`config.mk`:
```
export PLATFORM = sky130hd
export DESIGN_NAME = os_row_drain_flat
export DESIGN_NICKNAME = d
export VERILOG_FILES = /design/src/rtl/os_pkg.sv /design/src/rtl/os_row_drain_if.sv /design/src/rtl/os_quantizer.sv /design/src/rtl/os_row_drain.sv /design/src/flat_wrapper.sv
export SDC_FILE = /design/constraint.sdc
export NUM_CORES = 1
export LEC_CHECK = 0
export CAP_MARGIN = 20
export CORE_UTILIZATION = 54
export DETAILED_ROUTE_END_ITERATION = 10
export GPL_TIMING_DRIVEN = 0
export PLACE_DENSITY_LB_ADDON = 0.25
export SYNTH_ARGS = -nofsm -noshare
export SYNTH_HDL_FRONTEND = slang
export SYNTH_SLANG_ARGS = --single-unit
```
`constraint.sdc`:
```
create_clock -name clk -period 28.1 [get_ports clk]
set_input_delay 2.81 -clock clk [delete_from_list [all_inputs] [get_ports clk]]
set_output_delay 2.81 -clock clk [all_outputs]
set_load 0.005 [all_outputs]
```
`src/rtl/os_pkg.sv`:
```
// Shared types and helpers for the output-stationary PE row and its readout stages.
package os_pkg;

  localparam int OP_SIZE_DEFAULT = 48;
  localparam int SAT_W           = 128;

  typedef enum logic {
    IDLE,
    STREAM
  } drain_state_t;

  typedef enum logic [1:0] {
    SAT_NONE,
    SAT_HI,
    SAT_LO
  } sat_kind_t;

  // Classifies a sign-extended value against the signed range of 'width' bits.
  function automatic sat_kind_t sat_signed(input logic signed [SAT_W-1:0] value,
                                           input int width);
    logic signed [SAT_W-1:0] one;
    logic signed [SAT_W-1:0] hi;
    logic signed [SAT_W-1:0] lo;
    one = 1;
    hi  = (one <<< (width - 1)) - one;
    lo  = -(one <<< (width - 1));
    if (value > hi)      return SAT_HI;
    else if (value < lo) return SAT_LO;
    else                 return SAT_NONE;
  endfunction

endpackage

```
`src/rtl/os_row_drain_if.sv`:
```
// Streaming result port of a drain stage: valid/ready plus index, last and saturation sidebands.
interface os_row_drain_if #(
    parameter int N        = 8,
    parameter int OUT_size = 16
);
    localparam int IDX_W = $clog2(N);

    logic                       out_valid;
    logic                       out_ready;
    logic signed [OUT_size-1:0] out_data;
    logic [IDX_W-1:0]           out_idx;
    logic                       out_last;
    logic                       out_sat;

    modport master (
        output out_valid, out_data, out_idx, out_last, out_sat,
        input  out_ready
    );

    modport slave (
        input  out_valid, out_data, out_idx, out_last, out_sat,
        output out_ready
    );
endinterface

```
`src/rtl/os_quantizer.sv`:
```
// Round-half-up arithmetic shift followed by signed saturation to OUT_size bits.
module os_quantizer
    import os_pkg::*;
#(
    parameter int OP_size  = OP_SIZE_DEFAULT,
    parameter int OUT_size = 16,
    parameter int SHIFT    = 8
) (
    input  logic signed [OP_size-1:0]  acc,
    output logic signed [OUT_size-1:0] data,
    output logic                       sat
);
    // One guard bit so the rounding add cannot wrap at the positive extreme.
    localparam int W = OP_size + 1;
    localparam logic signed [W-1:0] HALF = W'(1) << ((SHIFT > 0) ? SHIFT - 1 : 0);

    logic signed [W-1:0] ext;
    logic signed [W-1:0] t;
    sat_kind_t           kind;

    assign ext = {acc[OP_size-1], acc};

    always_comb begin
        // NOTE: combinational blocks use blocking '=' and assign every output first, so no latch is inferred.
        t    = ext;
        data = '0;
        if (SHIFT > 0) t = (ext + HALF) >>> SHIFT;
        kind = sat_signed({{(SAT_W - W){t[W-1]}}, t}, OUT_size);
        unique case (kind)
            SAT_HI:  data = {1'b0, {(OUT_size - 1){1'b1}}};
            SAT_LO:  data = {1'b1, {(OUT_size - 1){1'b0}}};
            default: data = t[OUT_size-1:0];
        endcase
        sat = (kind != SAT_NONE);
    end
endmodule

```
`src/rtl/os_row_drain.sv`:
```
// Snapshots a row of N PE accumulators on capture and streams them out quantized, one per handshake.
module os_row_drain
    import os_pkg::*;
#(
    parameter int N        = 8,
    parameter int OP_size  = OP_SIZE_DEFAULT,
    parameter int OUT_size = 16,
    parameter int SHIFT    = 8
) (
    input  logic                   clk,
    input  logic                   rst,
    input  logic                   capture,
    input  logic [N*OP_size-1:0]   acc_in,
    os_row_drain_if.master         strm,
    output logic                   busy,
    output logic                   capture_drop
);
    localparam int IDX_W = $clog2(N);
    localparam logic [IDX_W-1:0] LAST_IDX = IDX_W'(N - 1);

    drain_state_t               state, state_d;
    logic [IDX_W-1:0]           idx, idx_d;
    logic signed [OP_size-1:0]  shadow [N];
    logic                       load;
    logic                       drop_set;
    logic                       hs;
    logic                       at_last;

    assign hs      = (state == STREAM) && strm.out_ready;
    assign at_last = (idx == LAST_IDX);

    always_comb begin
        state_d  = state;
        idx_d    = idx;
        load     = 1'b0;
        drop_set = 1'b0;
        unique case (state)
            IDLE: begin
                if (capture) begin
                    load    = 1'b1;
                    idx_d   = '0;
                    state_d = STREAM;
                end
            end
            STREAM: begin
                if (hs && at_last) begin
                    idx_d = '0;
                    // A capture on the final handshake refills the shadow with no bubble.
                    if (capture) load = 1'b1;
                    else         state_d = IDLE;
                end else begin
                    if (hs) idx_d = idx + 1'b1;
                    if (capture) drop_set = 1'b1;
                end
            end
            default: state_d = IDLE;
        endcase
    end

    always_ff @(posedge clk) begin
        if (!rst) begin
            state        <= IDLE;
            idx          <= '0;
            capture_drop <= 1'b0;
            // NOTE: the shadow bank is reset on purpose so the muxed output path reads zero out of reset.
            for (int i = 0; i < N; i++) shadow[i] <= '0;
        end else begin
            state <= state_d;
            idx   <= idx_d;
            if (drop_set) capture_drop <= 1'b1;
            if (load) begin
                for (int i = 0; i < N; i++) shadow[i] <= acc_in[i*OP_size +: OP_size];
            end
        end
    end

    os_quantizer #(
        .OP_size (OP_size),
        .OUT_size(OUT_size),
        .SHIFT   (SHIFT)
    ) u_quant (
        .acc (shadow[idx]),
        .data(strm.out_data),
        .sat (strm.out_sat)
    );

    assign strm.out_valid = (state == STREAM);
    assign strm.out_idx   = idx;
    assign strm.out_last  = (state == STREAM) && at_last;
    assign busy           = (state == STREAM);
endmodule

```
`src/flat_wrapper.sv`:
```
// flat-port wrapper written by rule: the top's interface ports become plain ports
module os_row_drain_flat import os_pkg::*;
#(
    parameter int N        = 8,
    parameter int OP_size  = OP_SIZE_DEFAULT,
    parameter int OUT_size = 16,
    parameter int SHIFT    = 8
)
  (clk, rst, capture, acc_in, busy, capture_drop, strm_out_valid, strm_out_data, strm_out_idx, strm_out_last, strm_out_sat, strm_out_ready);
  os_row_drain_if #(.N(N), .OUT_size(OUT_size)) strm_i ();
  input  logic clk;
  input  logic rst;
  input  logic capture;
  input  logic [N*OP_size-1:0] acc_in;
  output logic busy;
  output logic capture_drop;
  output wire logic [$bits(strm_i.out_valid)-1:0] strm_out_valid;
  output wire logic [$bits(strm_i.out_data)-1:0] strm_out_data;
  output wire logic [$bits(strm_i.out_idx)-1:0] strm_out_idx;
  output wire logic [$bits(strm_i.out_last)-1:0] strm_out_last;
  output wire logic [$bits(strm_i.out_sat)-1:0] strm_out_sat;
  input wire logic [$bits(strm_i.out_ready)-1:0] strm_out_ready;
  assign strm_out_valid = strm_i.out_valid;
  assign strm_out_data = strm_i.out_data;
  assign strm_out_idx = strm_i.out_idx;
  assign strm_out_last = strm_i.out_last;
  assign strm_out_sat = strm_i.out_sat;
  assign strm_i.out_ready = strm_out_ready;
  os_row_drain #(.N(N), .OP_size(OP_size), .OUT_size(OUT_size), .SHIFT(SHIFT)) u_core (.clk(clk), .rst(rst), .capture(capture), .acc_in(acc_in), .strm(strm_i), .busy(busy), .capture_drop(capture_drop));
endmodule
```
Yosys cells after proc, flatten, opt, wreduce, memory -nomap -nowiden

Memory sizes are Yosys's and may differ from the RTL's. A register that Yosys moved wholly into a read port is not among the register bits.
Cells that the tools add are included.

Register bits: 5
Latch bits: 0
RAM bits: 384
Memory bits (read-only): 0
Bits of input ports: 388
Output and inout bits: 24
Word-level logic and storage cells: 55
Memories: 1

Add/subtract/negate cells: 2
$mul: 0
Divide/modulo/power cells: 0
Order comparisons: 2
Equal/unequal tests: 5
Shift-type cells: 0
Muxes and demuxes: 28
Bitwise logic cells: 9
Reduce and logical (&&, ||, !) cells: 5

Memory list:

| memory        | words | bits a word | read ports | clocked after memory_dff | wr ports | line               | RTL |
|---|---|---|---|---|---|---|---|
| u_core.shadow | 8     | 48          | 1          | 1                        | 8        | os_row_drain.sv:23 | `logic signed [OP_size-1:0] shadow [N];` |

Operators with widths:

| kind                                                            | number |
|---|---|
| 2-to-1 mux 48 bit                                               | 8 |
| adder 48 x 9 -> 49 bit, second input constant                   | 1 |
| greater-than comparator 41 x 16 -> 1 bit, second input constant | 1 |
| less-than comparator 41 x 16 -> 1 bit, second input constant    | 1 |
| case mux 16 bit (2 select lines)                                | 1 |
| 2-to-1 mux 3 bit                                                | 5 |
| 2-to-1 mux 1 bit                                                | 9 |
| bitwise OR 1 bit                                                | 8 |
| case mux 3 bit (2 select lines)                                 | 1 |
| 2-to-1 mux 2 bit                                                | 2 |
| case mux 1 bit (2 select lines)                                 | 2 |
| adder 3 x 1 -> 3 bit, second input constant                     | 1 |
| equality test 3 bit, second input constant                      | 1 |
| logical AND 1 bit                                               | 3 |
| inequality test 3 bit, second input constant                    | 1 |
| equality test 2 x 1 -> 1 bit, second input constant             | 1 |
| equality test 2 bit, second input constant                      | 1 |
| inequality test 2 bit, second input constant                    | 1 |
| AND reduction 2 bit                                             | 1 |
| nonzero test 2 bit                                              | 1 |
| NOT 1 bit                                                       | 1 |

Longest topological paths before layout

Gate-level depths: netlist of the first run.

Depth after elaboration: 8
Gate-level depth with buffers: 18
Depth with buffers taken out: 13

Hierarchy

From an unflattened synthesis of the first run, not the netlist that was laid out.

Cells, all modules: 1245
Area, all modules: 19179.6 um^2

By module, submodules not included:

| module       | times used | cells each | area an instance (um^2) | sequential area each (um^2) |
|---|---|---|---|---|
| os_row_drain | 1          | 1012       | 17737.0                 | 11691.2 |
| os_quantizer | 1          | 233        | 1442.6                  | 0.0 |

Worst setup path before layout of the first run

Ideal clock, no wire load.

Path type: input to register
Start: in rst
End: mem u_core.shadow[0][10] in the netlist's numbering, enable pin
Library setup time: 2.432 ns
Arrival: 8.325 ns
Data required time: 25.668 ns
Setup slack: 17.344 ns
Cell stages on the path: 2
Buffers on the path: 1
Cells stage by stage: clkbuf_1 nand2_1

RTL lines:

| element         | line               | RTL |
|---|---|---|
| start, declared | flat_wrapper.sv:12 | `input logic rst;` |
| end, declared   | os_row_drain.sv:23 |  |

==> metrics.yaml, run 1 <==
run_status:
  result_of_the_run: "finished clean"
clocking:
  cts_max_path_buffers: 3
  resize_count_post_cts: 0
  clk_transition_reported_paths_ps: 60
  worst_skew_pair.late_latency_ps: 520
  cts_buffers: 36
  tritoncts: "built"
  postCtsSetupRepairBufs: 0
  htree_levels: 2
  ctsHoldBuffers: 0
  cts-root-buf: "clkbuf_16"
  cts_sinks: 336
worst_hold_path:
  hold_path_class: "flop to flop"
synthesis:
  synth-async-reset-ratio_pct: 0
  ys_seq_elements: 336
  flip_flop_cell_with_the_highest_count_after_synthesis: "edfxtp_1"
  syn_area_sq_um: 16500
  synth_cells: 1110
  synth_nets: 1501
  synth_edf_count: 328
  yosys_warnings: 0
  yosys.cell_types.count: 69
  synth-seq-area-share_pct: 60.6
  syn_avg_cell_area_sq_um: 14.9
worst_setup_path:
  start_kind: "flop"
  worst_setup_path_end_kind: "primary output"
  crit_arrival_ps: 5940
  crit_type: "flop to primary output"
  path_max_fanout: 10
  worst-endpoint-required_ps: 25290
grt:
  use_met3_pct: 6.04
  grt_pass1_vias: 11500
  grt.busiest_layer: "met2"
  antenna_found_initial: 1
  maximum_number_of_pins_on_one_net_before_global_route_repair: 75
  global_route_met2_usage_pct: 49.7
  global_route.overflow_total: 0
  grt_pass1_wl_microns: 68100
  gr-usage-met1_pct: 39.7
  grt_usage_pct: 30.3
routing:
  route.detailed.vias_per_inst: 5.81
  post-route-drc-count: 0
  detail_route.wl_per_cell_microns: 24.6
  route.antenna.remaining_nets: 0
  drt-initial-drc-count: 1139
  totalWireLength_microns: 47200
  num_vias: 11150
  drt-pass1-iter-count: 5
die:
  placeableCoreArea_sq_um: 29900
  floorplan.die.width_microns: 177
  floorplan.initialDensity_pct: 55.3
  placementRows: 63
  die_area_sq_um: 31300
  die_y_microns: 177
  io_pins: 412
cells_and_area:
  area.growth.synth_to_final_pct: 31.9
  final_nets: 1898
  multiInputGateArea_sq_um: 6060
  most-common-layout-cells: "355 x clkdlybuf4s50_1, 333 x and2_1, 328 x edfxtp_1"
  drive_above_1_share_pct: 14.0
  nFillCells: 1934
  final_design_area_no_fill_sq_um: 21800
  most_common_cell_after_layout_fill_and_taps_aside: "clkdlybuf4s50_1"
  insertedDiodeCount: 0
  layout.area.seq_sq_um: 10000
sta:
  timing.setup.tns_ps: 0
  setup_violations: 0
  fin_crit_sh_pct: 31.1
  tightestPinTransition_ps: 885
  slew_headroom_pct: 41.0
  upper_clock_frequency_limit_mhz: 114
  finalClockSkew_ps: 9.17
  unrepaired_setup_endpoints_after_global_routing: "false"
  timing.final.hold_violations: 0
  finalCriticalPeriod_ps: 8750
  slew_violations: 0
pwr:
  ir_drop_mv: 0.0379
  power.total_mw: 1.22
  p_clk_share_pct: 37.7
  power_leakage_nw: 7.76
  power.net_switching_uw: 276
  total_power_divided_by_cell_area_nw_per_um2: 56.1
  p_int_uw: 948
  p_comb_share_pct: 13.1
  power.share.switching_pct: 22.5
  share_seq_of_total_power_pct: 49.2
placement:
  port_buffers: 355
  placedInstanceArea_sq_um: 20700
  gp_routability_congestion: 0.889
  detailed_place_hpwl_microns: 33800
flow_run:
  max-cap-violations: 0
## worst max-delay path, stage by stage (launching register included)
cell and delay (ps):
dfxtp_1 340, buf_2 300, buf_2 470, mux4_2 290, mux2i_1 190, inv_1 200, ha_1 240, inv_1 80
nor3_2 430, nand4b_2 360, nor4_1 430, xnor2_1 160, a2111oi_0 500, nand4_1 290, o31ai_4 340, buf_6 220
o31ai_1 90, clkdlybuf4s50_1 500
## synthesized netlist by cell type, drive strengths merged (5+ instances only)
cell type	instances	share of area, %
nor3	17	0.64
inv	8	0.18
nor2b	6	0.23
buf	32	1.8
dfxtp	8	0.97
o21ai	21	0.82
nor4	16	0.86
edfxtp	328	60
and2	333	13
xor2	11	0.58
mux4	80	11
mux2i	40	2.7
a21oi	10	0.33
o31ai	8	0.45
mux2	10	0.68
nor2	23	0.52
nand4	9	0.38
clkbuf	35	0.80
xnor2	17	0.90
nand3	8	0.33
nand2	30	0.68
o211ai	5	0.23
or3	7	0.27
## power groups by stage
stage	combinational (mW)	sequential (mW)	clock (mW)
floorplan	0.0753	0.618	0
global placement	0.154	0.624	0
detailed placement	0.159	0.613	0
CTS	0.160	0.602	0.464
global route	0.169	0.605	0.481
finish	0.160	0.602	0.461
## final cells by class
class | instances | share of cell area (%)
clock buffers | 44 | 4.37
multi-input cells | 699 | 27.8
inverters | 8 | 0.138
plain buffers | 67 | 1.98
clock inverters | 17 | 0.746
repair buffers | 359 | 16.8
well taps | 390 | 2.24
flip-flops and latches | 336 | 45.9
## sequential cells by signal (all words and copies together), names as in the netlist, named ones only
register,flops
u_core.capture_drop,1
u_core.shadow,328
u_core.busy,1
u_core.strm.out_idx,3
## worst paths after layout
kind,from,end,slack (ps),cells after the start
max,flop,strm_out_data[2],19350,17
min,u_core.capture_drop,u_core.capture_drop,530,2
max reg2reg,u_core.strm.out_idx[0],u_core.shadow[5][7],25200,8
min reg2reg,u_core.capture_drop,u_core.capture_drop,530,2
## metrics by stage
stage                     hold WS [ps]  std cells  utilization [%]  setup WS (ps)
after floorplan                    482       1110                -          17340
after global placement             488       1855             68.8          13310
after detailed placement           491       1859             69.2          20030
after CTS                          534       1920             73.0          19430
after global routing               552       1920             73.0          19100
final                              535       1920             73.0          19350
## per-layer routing
layer | part of all wire, % | vias up | wire, microns
li1 | - | 4937 | -
met1 | 39 | 5545 | 18600
met2 | 48 | 562 | 22900
met3 | 8.5 | 106 | 4010
met4 | 3.7 | 0 | 1770
met5 | 0 | - | 0
## cell families after synthesis
| group | after synthesis | synth area share [%] |
|---|---|---|
| flip-flops | 336 | 60.6 |
| AND/OR/NAND/NOR | 477 | 17.9 |
| AO/OA/AOI/OAI | 61 | 2.76 |
| adder cells (fa/ha/maj) | 3 | 0.227 |
| buffers and inverters | 75 | 2.79 |
| multiplexers | 130 | 14.3 |
| XOR/XNOR | 28 | 1.48 |
No activity file was read; power rests on OpenSTA's default activity.
==> inputs of run 2 (changes only) <==
CORE_UTILIZATION = 45   (was 54)
clock period = 7.4 ns   (was 28.1 ns; I/O delays follow)
==> run 2 against run 1 <==
Net effect: global-route usage shrank 4.5 points; wire length grew 3.2%; first-iteration DRC count decreased by 22%; highest routed layer is now met5; largest cell class unchanged; cell count increased by 4.1%.
==> metrics.yaml, run 2 (same netlist as run 1, synthesis figures left out) <==
sta:
  worst_hold_margin_ps: 513
  slew_violations: 0
  upper_clock_frequency_limit_mhz: 150
  setup_violations: 0
  timing.final.hold_violations: 0
  finalClockSkew_ps: 11.6
  unrepaired_setup_endpoints_after_global_routing: "false"
  slew_headroom_pct: 39.2
  tightestPinTransition_ps: 913
  finalCriticalPeriod_ps: 6690
  fin_crit_sh_pct: 90.4
routing:
  detail_route.wl_per_cell_microns: 24.4
  route.detailed.vias_per_inst: 5.43
  drt-pass1-iter-count: 5
  route.antenna.remaining_nets: 0
  num_vias: 10848
  totalWireLength_microns: 48700
  drt-initial-drc-count: 893
  post-route-drc-count: 0
flow_run:
  max-cap-violations: 0
worst_setup_path:
  crit_type: "flop to primary output"
  start_kind: "flop"
  path_max_fanout: 10
  worst-endpoint-required_ps: 6660
  worst_setup_path_end_kind: "primary output"
  crit_arrival_ps: 5950
cells_and_area:
  final_nets: 1898
  nFillCells: 2734
  final_design_area_no_fill_sq_um: 22000
  layout.area.seq_sq_um: 10000
  drive_above_1_share_pct: 13.9
  most-common-layout-cells: "355 x clkdlybuf4s50_1, 333 x and2_1, 328 x edfxtp_1"
  multiInputGateArea_sq_um: 6070
  most_common_cell_after_layout_fill_and_taps_aside: "clkdlybuf4s50_1"
  area.growth.synth_to_final_pct: 33.0
  registers.top_by_ff_count: "u_core.shadow"
  fin_util_pct: 61.3
  largest_register_ffs: 328
clocking:
  cts_sinks: 336
  cts_buffers: 38
  postCtsSetupRepairBufs: 0
  worst_skew_pair.late_latency_ps: 520
  clk_transition_reported_paths_ps: 60
  resize_count_post_cts: 0
  cts-root-buf: "clkbuf_16"
  cts_max_path_buffers: 3
  htree_levels: 2
  ctsHoldBuffers: 0
  tritoncts: "built"
die:
  die_y_microns: 194
  placeableCoreArea_sq_um: 35800
  placementRows: 69
  floorplan.initialDensity_pct: 46.1
  floorplan.die.width_microns: 194
  io_pins: 412
  die_area_sq_um: 37500
grt:
  grt_pass1_vias: 11446
  global_route.overflow_total: 0
  grt_usage_pct: 25.8
  maximum_number_of_pins_on_one_net_before_global_route_repair: 131
  grt_pass1_wl_microns: 70600
  antenna_found_initial: 4
pwr:
  power_leakage_nw: 7.79
  total_power_divided_by_cell_area_nw_per_um2: 217
  ir_drop_mv: 0.142
  power.total_mw: 4.78
placement:
  detailed_place_hpwl_microns: 34700
  port_buffers: 355
  placedInstanceArea_sq_um: 20700
  gp_routability_congestion: 0.907
worst_hold_path:
  hold_path_class: "flop to flop"
run_status:
  result_of_the_run: "finished clean"
==> run 2: critical path: stages, from the launching register on <==
cell,delay [ps]
dfxtp_1,350
buf_2,320
buf_2,440
mux4_2,270
mux2i_1,170
inv_1,190
ha_1,220
inv_1,80
nor3_2,430
nand4b_2,390
nor4_1,420
xnor2_1,150
a2111oi_0,550
nand4_1,270
o31ai_4,340
buf_6,220
o31ai_1,90
clkdlybuf4s50_1,520
==> run 2: report_power, final <==
part / switching (mW) / leakage, nW / total (mW) / internal [mW]
Combinational: 0.277 / 3.60 / 0.607 / 0.329
Sequential: 0.0372 / 3.59 / 2.29 / 2.25
Clock: 0.744 / 0.601 / 1.89 / 1.14
Total: 1.06 / 7.79 / 4.78 / 3.72
==> run 2: area by class of cell <==
type / count / share of cell area, %
diodes: 2 / 0.0228
clock buffers: 56 / 5.06
multi-input cells: 699 / 27.6
plain buffers: 67 / 1.96
flip-flops and latches: 336 / 45.6
well taps: 461 / 2.63
inverters: 8 / 0.137
repair buffers: 357 / 16.4
clock inverters: 12 / 0.592
==> run 2: worst paths after layout <==
check	slack, ps	end	start	cells after the start
max reg2reg	4540	u_core.shadow[3][23]	u_core.strm.out_idx[0]	8
min reg2reg	510	u_core.capture_drop	u_core.capture_drop	2
min	510	u_core.capture_drop	u_core.capture_drop	2
max	710	strm_out_data[2]	flop	17
==> run 2: metrics by stage <==
stage	setup slack, ps	std cells	TNS (ps)
finish	712	1998	0
global route	401	1998	0
CTS	723	1996	0
detailed placement	1290	1928	0
global placement	-954	1926	-303920
floorplan	2030	1110	0
==> run 2: routing by layer <==
| metal | GRT usage, % | up-vias | wire [microns] |
|---|---|---|---|
| met1 | 35.5 | 5382 | 20800 |
| met4 | 7.79 | 2 | 1300 |
| li1 | - | 4946 | - |
| met2 | 42.4 | 439 | 23400 |
| met3 | 3.84 | 79 | 3180 |
| met5 | 0 | - | 13 |
